===== src/rtl/seven_seg_pkg.sv =====
// Shared constants, FSM state type and helpers for the seven-segment display driver.
package seven_seg_pkg;

    localparam logic [7:0] SEG_BLANK = 8'hFF;
    localparam logic [7:0] SEG_DASH  = 8'hBF;

    // Active-low patterns for nibbles 0..F, entry 0 in the low byte; bit7 (dp) kept off
    localparam logic [15:0][7:0] SEG_GLYPHS = {
        8'h8E, 8'h86, 8'hA1, 8'hC6, 8'h83, 8'h88, 8'h90, 8'h80,
        8'hF8, 8'h82, 8'h92, 8'h99, 8'hB0, 8'hA4, 8'hF9, 8'hC0
    };

    typedef enum logic [1:0] {
        IDLE    = 2'd0,
        CONVERT = 2'd1,
        UPDATE  = 2'd2
    } state_e;

    function automatic logic [63:0] pow10(input int unsigned n);
        logic [63:0] r;
        r = 64'd1;
        for (int unsigned i = 0; i < n; i++) begin
            r = r * 64'd10;
        end
        return r;
    endfunction

endpackage


===== src/rtl/seven_seg_glyph.sv =====
// Nibble to active-low a..g segment pattern decoder.
module seven_seg_glyph
    import seven_seg_pkg::*;
(
    input  logic [3:0] nib_i,
    output logic [6:0] pat_o
);

    always_comb begin
        pat_o = SEG_GLYPHS[nib_i][6:0];
    end

endmodule


===== src/rtl/seven_seg_display.sv =====
// Multi-digit seven-segment driver: hex or double-dabble decimal, registered active-low outputs.
// SEVEN_SEG_LZB_EN enables leading-zero blanking.
module seven_seg_display
    import seven_seg_pkg::*;
#(
    parameter int unsigned DIGITS  = 6,
    parameter int unsigned VALUE_W = 20
) (
    input  logic                  clk,
    input  logic                  rst,
    input  logic [VALUE_W-1:0]    value,
    input  logic                  hex_mode,
    input  logic [DIGITS-1:0]     dp,
    input  logic                  load,
    output logic                  busy,
    output logic                  done,
    output logic                  overflow,
    output logic [8*DIGITS-1:0]   seg
);

    localparam int unsigned HEX_W     = 4 * DIGITS;
    localparam int unsigned CNT_W     = $clog2(VALUE_W + 1);
    localparam logic [63:0] DEC_LIMIT = pow10(DIGITS);

    state_e                state_q, state_d;
    logic [VALUE_W-1:0]    bin_q, bin_d;
    logic [HEX_W-1:0]      bcd_q, bcd_d;
    logic [CNT_W-1:0]      cnt_q, cnt_d;
    logic [DIGITS-1:0]     dp_q, dp_d;
    logic                  ovf_q, ovf_d;
    logic [8*DIGITS-1:0]   pat_q, pat_d;
    logic                  commit_q, commit_d;
    logic [8*DIGITS-1:0]   seg_q, seg_d;
    logic                  busy_q, busy_d;
    logic                  done_q, done_d;
    logic                  overflow_q, overflow_d;

    logic [63:0]               value_ext;
    logic                      ovf_c;
    logic [HEX_W-1:0]          bcd_adj;
    logic [DIGITS-1:0]         blank;
    logic [DIGITS-1:0][6:0]    glyph_pat;
    logic [8*DIGITS-1:0]       pat_c;

    assign value_ext = 64'(value);
    assign ovf_c     = hex_mode ? ((value_ext >> HEX_W) != 64'd0) : (value_ext >= DEC_LIMIT);

    // Add-3 correction applied ahead of each double-dabble shift
    always_comb begin
        bcd_adj = bcd_q;
        for (int i = 0; i < int'(DIGITS); i++) begin
            if (bcd_q[4*i +: 4] >= 4'd5) begin
                bcd_adj[4*i +: 4] = bcd_q[4*i +: 4] + 4'd3;
            end
        end
    end

    for (genvar g = 0; g < int'(DIGITS); g++) begin : g_glyph
        seven_seg_glyph u_glyph (
            .nib_i (bcd_q[4*g +: 4]),
            .pat_o (glyph_pat[g])
        );
    end

`ifdef SEVEN_SEG_LZB_EN
    // A digit is blank when it and every digit above it are zero; digit 0 always shows
    always_comb begin
        logic zero_above;
        zero_above = 1'b1;
        blank      = '0;
        for (int i = int'(DIGITS) - 1; i >= 1; i--) begin
            zero_above = zero_above && (bcd_q[4*i +: 4] == 4'd0);
            blank[i]   = zero_above;
        end
    end
`else
    assign blank = '0;
`endif

    always_comb begin
        pat_c = '0;
        for (int i = 0; i < int'(DIGITS); i++) begin
            if (ovf_q) begin
                pat_c[8*i +: 8] = SEG_DASH;
            end else begin
                pat_c[8*i +: 8] = {~dp_q[i], blank[i] ? SEG_BLANK[6:0] : glyph_pat[i]};
            end
        end
    end

    always_comb begin
        state_d    = state_q;
        bin_d      = bin_q;
        bcd_d      = bcd_q;
        cnt_d      = cnt_q;
        dp_d       = dp_q;
        ovf_d      = ovf_q;
        pat_d      = pat_q;
        commit_d   = 1'b0;
        seg_d      = seg_q;
        done_d     = 1'b0;
        overflow_d = overflow_q;

        // Staged pattern reaches the pins together with done
        if (commit_q) begin
            seg_d      = pat_q;
            done_d     = 1'b1;
            overflow_d = ovf_q;
        end

        unique case (state_q)
            IDLE: begin
                if (load && !busy_q) begin
                    bin_d = value;
                    dp_d  = dp;
                    ovf_d = ovf_c;
                    cnt_d = '0;
                    if (hex_mode) begin
                        bcd_d   = HEX_W'(value);
                        state_d = UPDATE;
                    end else begin
                        bcd_d   = '0;
                        state_d = CONVERT;
                    end
                end
            end
            CONVERT: begin
                bcd_d = HEX_W'({bcd_adj, bin_q[VALUE_W-1]});
                bin_d = bin_q << 1;
                cnt_d = cnt_q + CNT_W'(1);
                if (cnt_q == CNT_W'(VALUE_W - 1)) begin
                    state_d = UPDATE;
                end
            end
            UPDATE: begin
                pat_d    = pat_c;
                commit_d = 1'b1;
                state_d  = IDLE;
            end
            default: state_d = IDLE;
        endcase

        busy_d = (state_d != IDLE) || commit_d;
    end

    always_ff @(posedge clk or posedge rst) begin
        if (rst) begin
            state_q    <= IDLE;
            bin_q      <= '0;
            bcd_q      <= '0;
            cnt_q      <= '0;
            dp_q       <= '0;
            ovf_q      <= 1'b0;
            pat_q      <= {DIGITS{SEG_BLANK}};
            commit_q   <= 1'b0;
            seg_q      <= {DIGITS{SEG_BLANK}};
            busy_q     <= 1'b0;
            done_q     <= 1'b0;
            overflow_q <= 1'b0;
        end else begin
            state_q    <= state_d;
            bin_q      <= bin_d;
            bcd_q      <= bcd_d;
            cnt_q      <= cnt_d;
            dp_q       <= dp_d;
            ovf_q      <= ovf_d;
            pat_q      <= pat_d;
            commit_q   <= commit_d;
            seg_q      <= seg_d;
            busy_q     <= busy_d;
            done_q     <= done_d;
            overflow_q <= overflow_d;
        end
    end

    assign seg      = seg_q;
    assign busy     = busy_q;
    assign done     = done_q;
    assign overflow = overflow_q;

endmodule

===== config.mk =====
export PLATFORM = sky130hd
export DESIGN_NAME = seven_seg_display
export DESIGN_NICKNAME = d
export VERILOG_FILES = /design/src/rtl/seven_seg_pkg.sv /design/src/rtl/seven_seg_glyph.sv /design/src/rtl/seven_seg_display.sv
export SDC_FILE = /design/constraint.sdc
export NUM_CORES = 1
export LEC_CHECK = 0
export ABC_AREA = 0
export CAP_MARGIN = 20
export CORE_UTILIZATION = 55
export DETAILED_ROUTE_END_ITERATION = 10
export HOLD_SLACK_MARGIN = 0.15
export PLACE_DENSITY_LB_ADDON = 0.08
export SETUP_SLACK_MARGIN = 0.15
export SLEW_MARGIN = 20
export SYNTH_ARGS = -nofsm -noshare
export SYNTH_HDL_FRONTEND = slang
export SYNTH_SLANG_ARGS = --single-unit
export TNS_END_PERCENT = 100

===== constraint.sdc =====
create_clock -name clk -period 6.9 [get_ports clk]
set_input_delay 1.38 -clock clk [delete_from_list [all_inputs] [get_ports clk]]
set_output_delay 1.38 -clock clk [all_outputs]
set_load 0.01 [all_outputs]

==> flow_summary.yaml <==
cells_and_area:
  antenna-diode-count: 0
  fillerInstances: 1143
  flow.area_growth_from_synthesis_pct: 15.9
  finish.net_count: 909
  mostFrequentLayoutCells: "sky130_fd_sc_hd__dfstp_2 (96), sky130_fd_sc_hd__nand2_1 (95), sky130_fd_sc_hd__clkdlybuf4s50_1 (80)"
  area_of_combinational_cells_with_multiple_inputs_um2: 3820
  final-seq-area_um2: 4080
  drive_gt1_share_pct: 24.7
  layout.cells.most_common: "sky130_fd_sc_hd__dfstp_2"
worst_setup_path:
  critical_path_required_ps: 5520
  timing.critical_path.to_type: "primary output"
  critPathMaxStageDelay_ps: 550
  critical_path_arrival_ps: 1510
  logic_depth_of_the_worst_register_to_register_path: 5
  critPathTopFamily: "buffers and inverters"
  cp-start-kind: "register"
  critical_path.reg2reg.startpoint: "state_q[0]"
  ff2ff_setup_slack_ps: 4800
  cp-startpoint: "seg[17]"
  critical_path_peak_fanout: 2
  critical-path-slowest-cell: "sky130_fd_sc_hd__clkdlybuf4s50_1"
  crit_chain: "clkdlybuf4s50_1"
  r2r_end: "pat_q[43]"
  crit_type: "register to primary output"
  number_of_buffer_and_inverter_instances_along_the_worst_setup_path: 1
floorplan:
  die-width_um: 125
  fp-row-count: 44
  floorplan.die.height_um: 125
  initial_utilization_pct: 56.8
  core_um2: 14700
  ports: 81
  die-area_um2: 15700
clocking:
  clk_root_buffer_cell: "sky130_fd_sc_hd__clkbuf_16"
  ctsResizeCount: 0
  clock_insertion_delay_worst_skew_ps: 430
  cts_buffer_depth: 2
  cts-htree-levels: 4
  worst_setup_hold_path_clk_slew_ps: 60
  numCtsBuffers: 17
  cts_setup_buffers: 0
  tritoncts: "yes"
  cts-hold-fix-buffers: 0
  numClockSinks: 158
global_routing:
  maximum_number_of_pins_on_one_net_before_global_route_repair: 109
  overflow: 0
  grt_first_pass_wirelength_um: 29200
  grt_usage_pct: 23.3
  antenna_violations_before_repair: 0
  number_of_global_route_vias_before_repair: 5532
route:
  remaining_drc_errors: 11
  drt_pre_antenna_iters: 8
  wl_um: 17200
  detail-route-antenna-nets: 0
  detailroute.via_count: 5894
  drt_iter0_drc: 560
  routed_wire_length_per_instance_um: 16.6
  viasPerCell: 5.71
status:
  failing_checks: "DRC"
  run_status: "finished with violations"
placement:
  dpl.hpwl_um: 11500
  place.port_buffers: 80
  routabilityCongestion: 0.850
  dpl_worst_slack_ps: 3620
logic_synthesis:
  dominantRegCellSynth: "sky130_fd_sc_hd__dfstp_2"
  synth_edf_count: 0
  synth.avg_cell_area_um2: 10.5
  yosys_register_bits: 158
  post_synth_net_total: 866
  synth_area_um2: 8350
  ys_warn_count: 0
  yosys.area.top_type: "sky130_fd_sc_hd__dfstp_2"
  synth.yosys.seq_area_share_pct: 48.8
  synth_top_cell_area_share_pct: 30.2
  synthArstFlopShare_pct: 100
  ys_types: 49
  synth_area_leaders: "sky130_fd_sc_hd__dfstp_2 (30%), sky130_fd_sc_hd__dfrtp_1 (19%), sky130_fd_sc_hd__mux2_2 (8.2%)"
  synth_cells: 793
hold_path:
  hp-class: "register to register"
  timing.hold.worst.start: "dp_q[4]"
  hold_path_depth: 1
  whs_endpoint: "pat_q[39]"
timing:
  fmax_mhz: 346
  final_setup_skew_ps: 7.96
  timing_worst_slew_pin_value_ps: 925
  setup_viol: 0
  maxSlewViolCount: 0
  final_worst_path_setup_slack_ps: 4010
  worst_slew_margin_rel_pct: 38.4
  grt_setup_unrepaired: "no"
  post_layout_min_period_ps: 2890
  final_hold_viol_count: 0
  finalCritPeriodShare_pct: 41.9
  setup-tns-final_ps: 0
power_and_ir_drop:
  power_leakage_uw: 0.00408
  share_seq_of_total_power_pct: 40.7
  comb_power_share_pct: 39.7
  switching_share_pct: 36.8
  power.net_switching_uw: 1850
  peak_supply_drop_mv: 0.306
  cell_internal_pwr_uw: 3160
  power_frac_clock_pct: 19.7
  cellPowerDensity_nw_per_um2: 517
run:
  max_cap_violations: 0
==> sequential cells by signal, indices dropped and copies added (netlist names) <==
register  count
state_q       2
done          1
cnt_q         5
bcd_q        24
busy          1
pat_q        48
seg          48
commit_q      1
overflow      1
bin_q        20
ovf_q         1
dp_q          6
==> worst register-to-register path, delay by kind of cell, from the launching register on <==
family	cells	cell delay, ps
buffers and inverters	2	690
flip-flops	1	560
AND/OR/NAND/NOR	2	460
AO/OA/AOI/OAI	1	320
==> per-stage QoR <==
| step | hold WS, ps | utilization, % | instances | power (uW) | cell area (um2) |
|---|---|---|---|---|---|
| CTS | 421 | 65.9 | 1033 | 5040 | 9680 |
| detailed placement | 419 | 61.6 | 1001 | 4040 | 9060 |
| global route | 443 | 65.9 | 1033 | 5380 | 9680 |
| finish | 423 | 65.9 | 1033 | 5010 | 9680 |
| floorplan | 392 | - | 793 | 3440 | 8350 |
| global placement | 400 | 61.6 | 1001 | 3940 | 9060 |
==> worst max path at each step <==
stage,end,slack [ps],depth (start not counted)
2_1_floorplan,bcd_q[0],1420,1
3_3_place_gp,bin_q[4],3640,3
3_5_place_dp,bin_q[4],3620,3
4_1_cts,seg[10],3990,1
5_1_grt,bin_q[19],3870,3
6_report,seg[17],4010,1
==> final cells by class <==
cell class              count  area share [%]
flip-flops and latches    158            42.1
multi-input cells         550            39.5
repair buffers             84            8.58
clock buffers              17            4.39
well taps                 184            2.38
clock inverters            15            2.05
inverters                  25            1.02
==> power groups by stage <==
stage,Sequential [uW],Combinational (uW),Clock (uW)
3_5_place_dp,2050,1990,0
6_report,2040,1990,986
5_1_grt,2120,2220,1040
2_1_floorplan,1850,1590,0
3_3_place_gp,2010,1930,0
4_1_cts,2030,2000,1010
==> synthesized netlist by cell type, types with 2 or more instances <==
cell type                  number
sky130_fd_sc_hd__a32oi_1        3
sky130_fd_sc_hd__nor3b_1        5
sky130_fd_sc_hd__a211oi_1       6
sky130_fd_sc_hd__a21o_1         3
sky130_fd_sc_hd__mux2i_1       29
sky130_fd_sc_hd__inv_1         24
sky130_fd_sc_hd__a31oi_1       41
sky130_fd_sc_hd__nand3_1       11
sky130_fd_sc_hd__xnor2_1        6
sky130_fd_sc_hd__nand2b_1       6
sky130_fd_sc_hd__nand4_1        3
sky130_fd_sc_hd__mux2_2        61
sky130_fd_sc_hd__nor2_1        61
sky130_fd_sc_hd__o21ai_0       69
sky130_fd_sc_hd__a22oi_1        9
sky130_fd_sc_hd__a211o_1        3
sky130_fd_sc_hd__nand2b_4       2
sky130_fd_sc_hd__buf_2         33
sky130_fd_sc_hd__dfrtp_1       62
sky130_fd_sc_hd__o22ai_1        2
sky130_fd_sc_hd__ha_1          43
sky130_fd_sc_hd__a21oi_1       32
sky130_fd_sc_hd__buf_4          4
sky130_fd_sc_hd__dfstp_2       96
sky130_fd_sc_hd__nand2_1       95
sky130_fd_sc_hd__buf_6         11
sky130_fd_sc_hd__a22o_1        10
sky130_fd_sc_hd__o22a_1         4
sky130_fd_sc_hd__clkbuf_1      12
sky130_fd_sc_hd__nor3_1         8
sky130_fd_sc_hd__o21ai_1       15
sky130_fd_sc_hd__nor2_4         2
sky130_fd_sc_hd__mux4_2         6
==> layer usage <==
metal	vias up	share of wire (%)	global-route usage [%]
met2	144	43	33.8
met4	0	1.1	6.96
met5	-	0	0
met1	2849	52	35.6
met3	16	3.9	3.98
li1	2885	-	-
==> kinds of logic (layout without fill, tap and decap cells) <==
| group | Yosys count | count (layout) | synth area share [%] |
|---|---|---|---|
| fa+ha+maj | 43 | 43 | 6.44 |
| buf+inv | 85 | 141 | 5.48 |
| simple gates | 202 | 202 | 10.8 |
| flops | 158 | 158 | 48.8 |
| mux | 96 | 96 | 13.3 |
| xor+xnor | 6 | 6 | 0.629 |
| compound gates | 203 | 203 | 14.6 |
No activity file was read; power rests on OpenSTA's default activity.
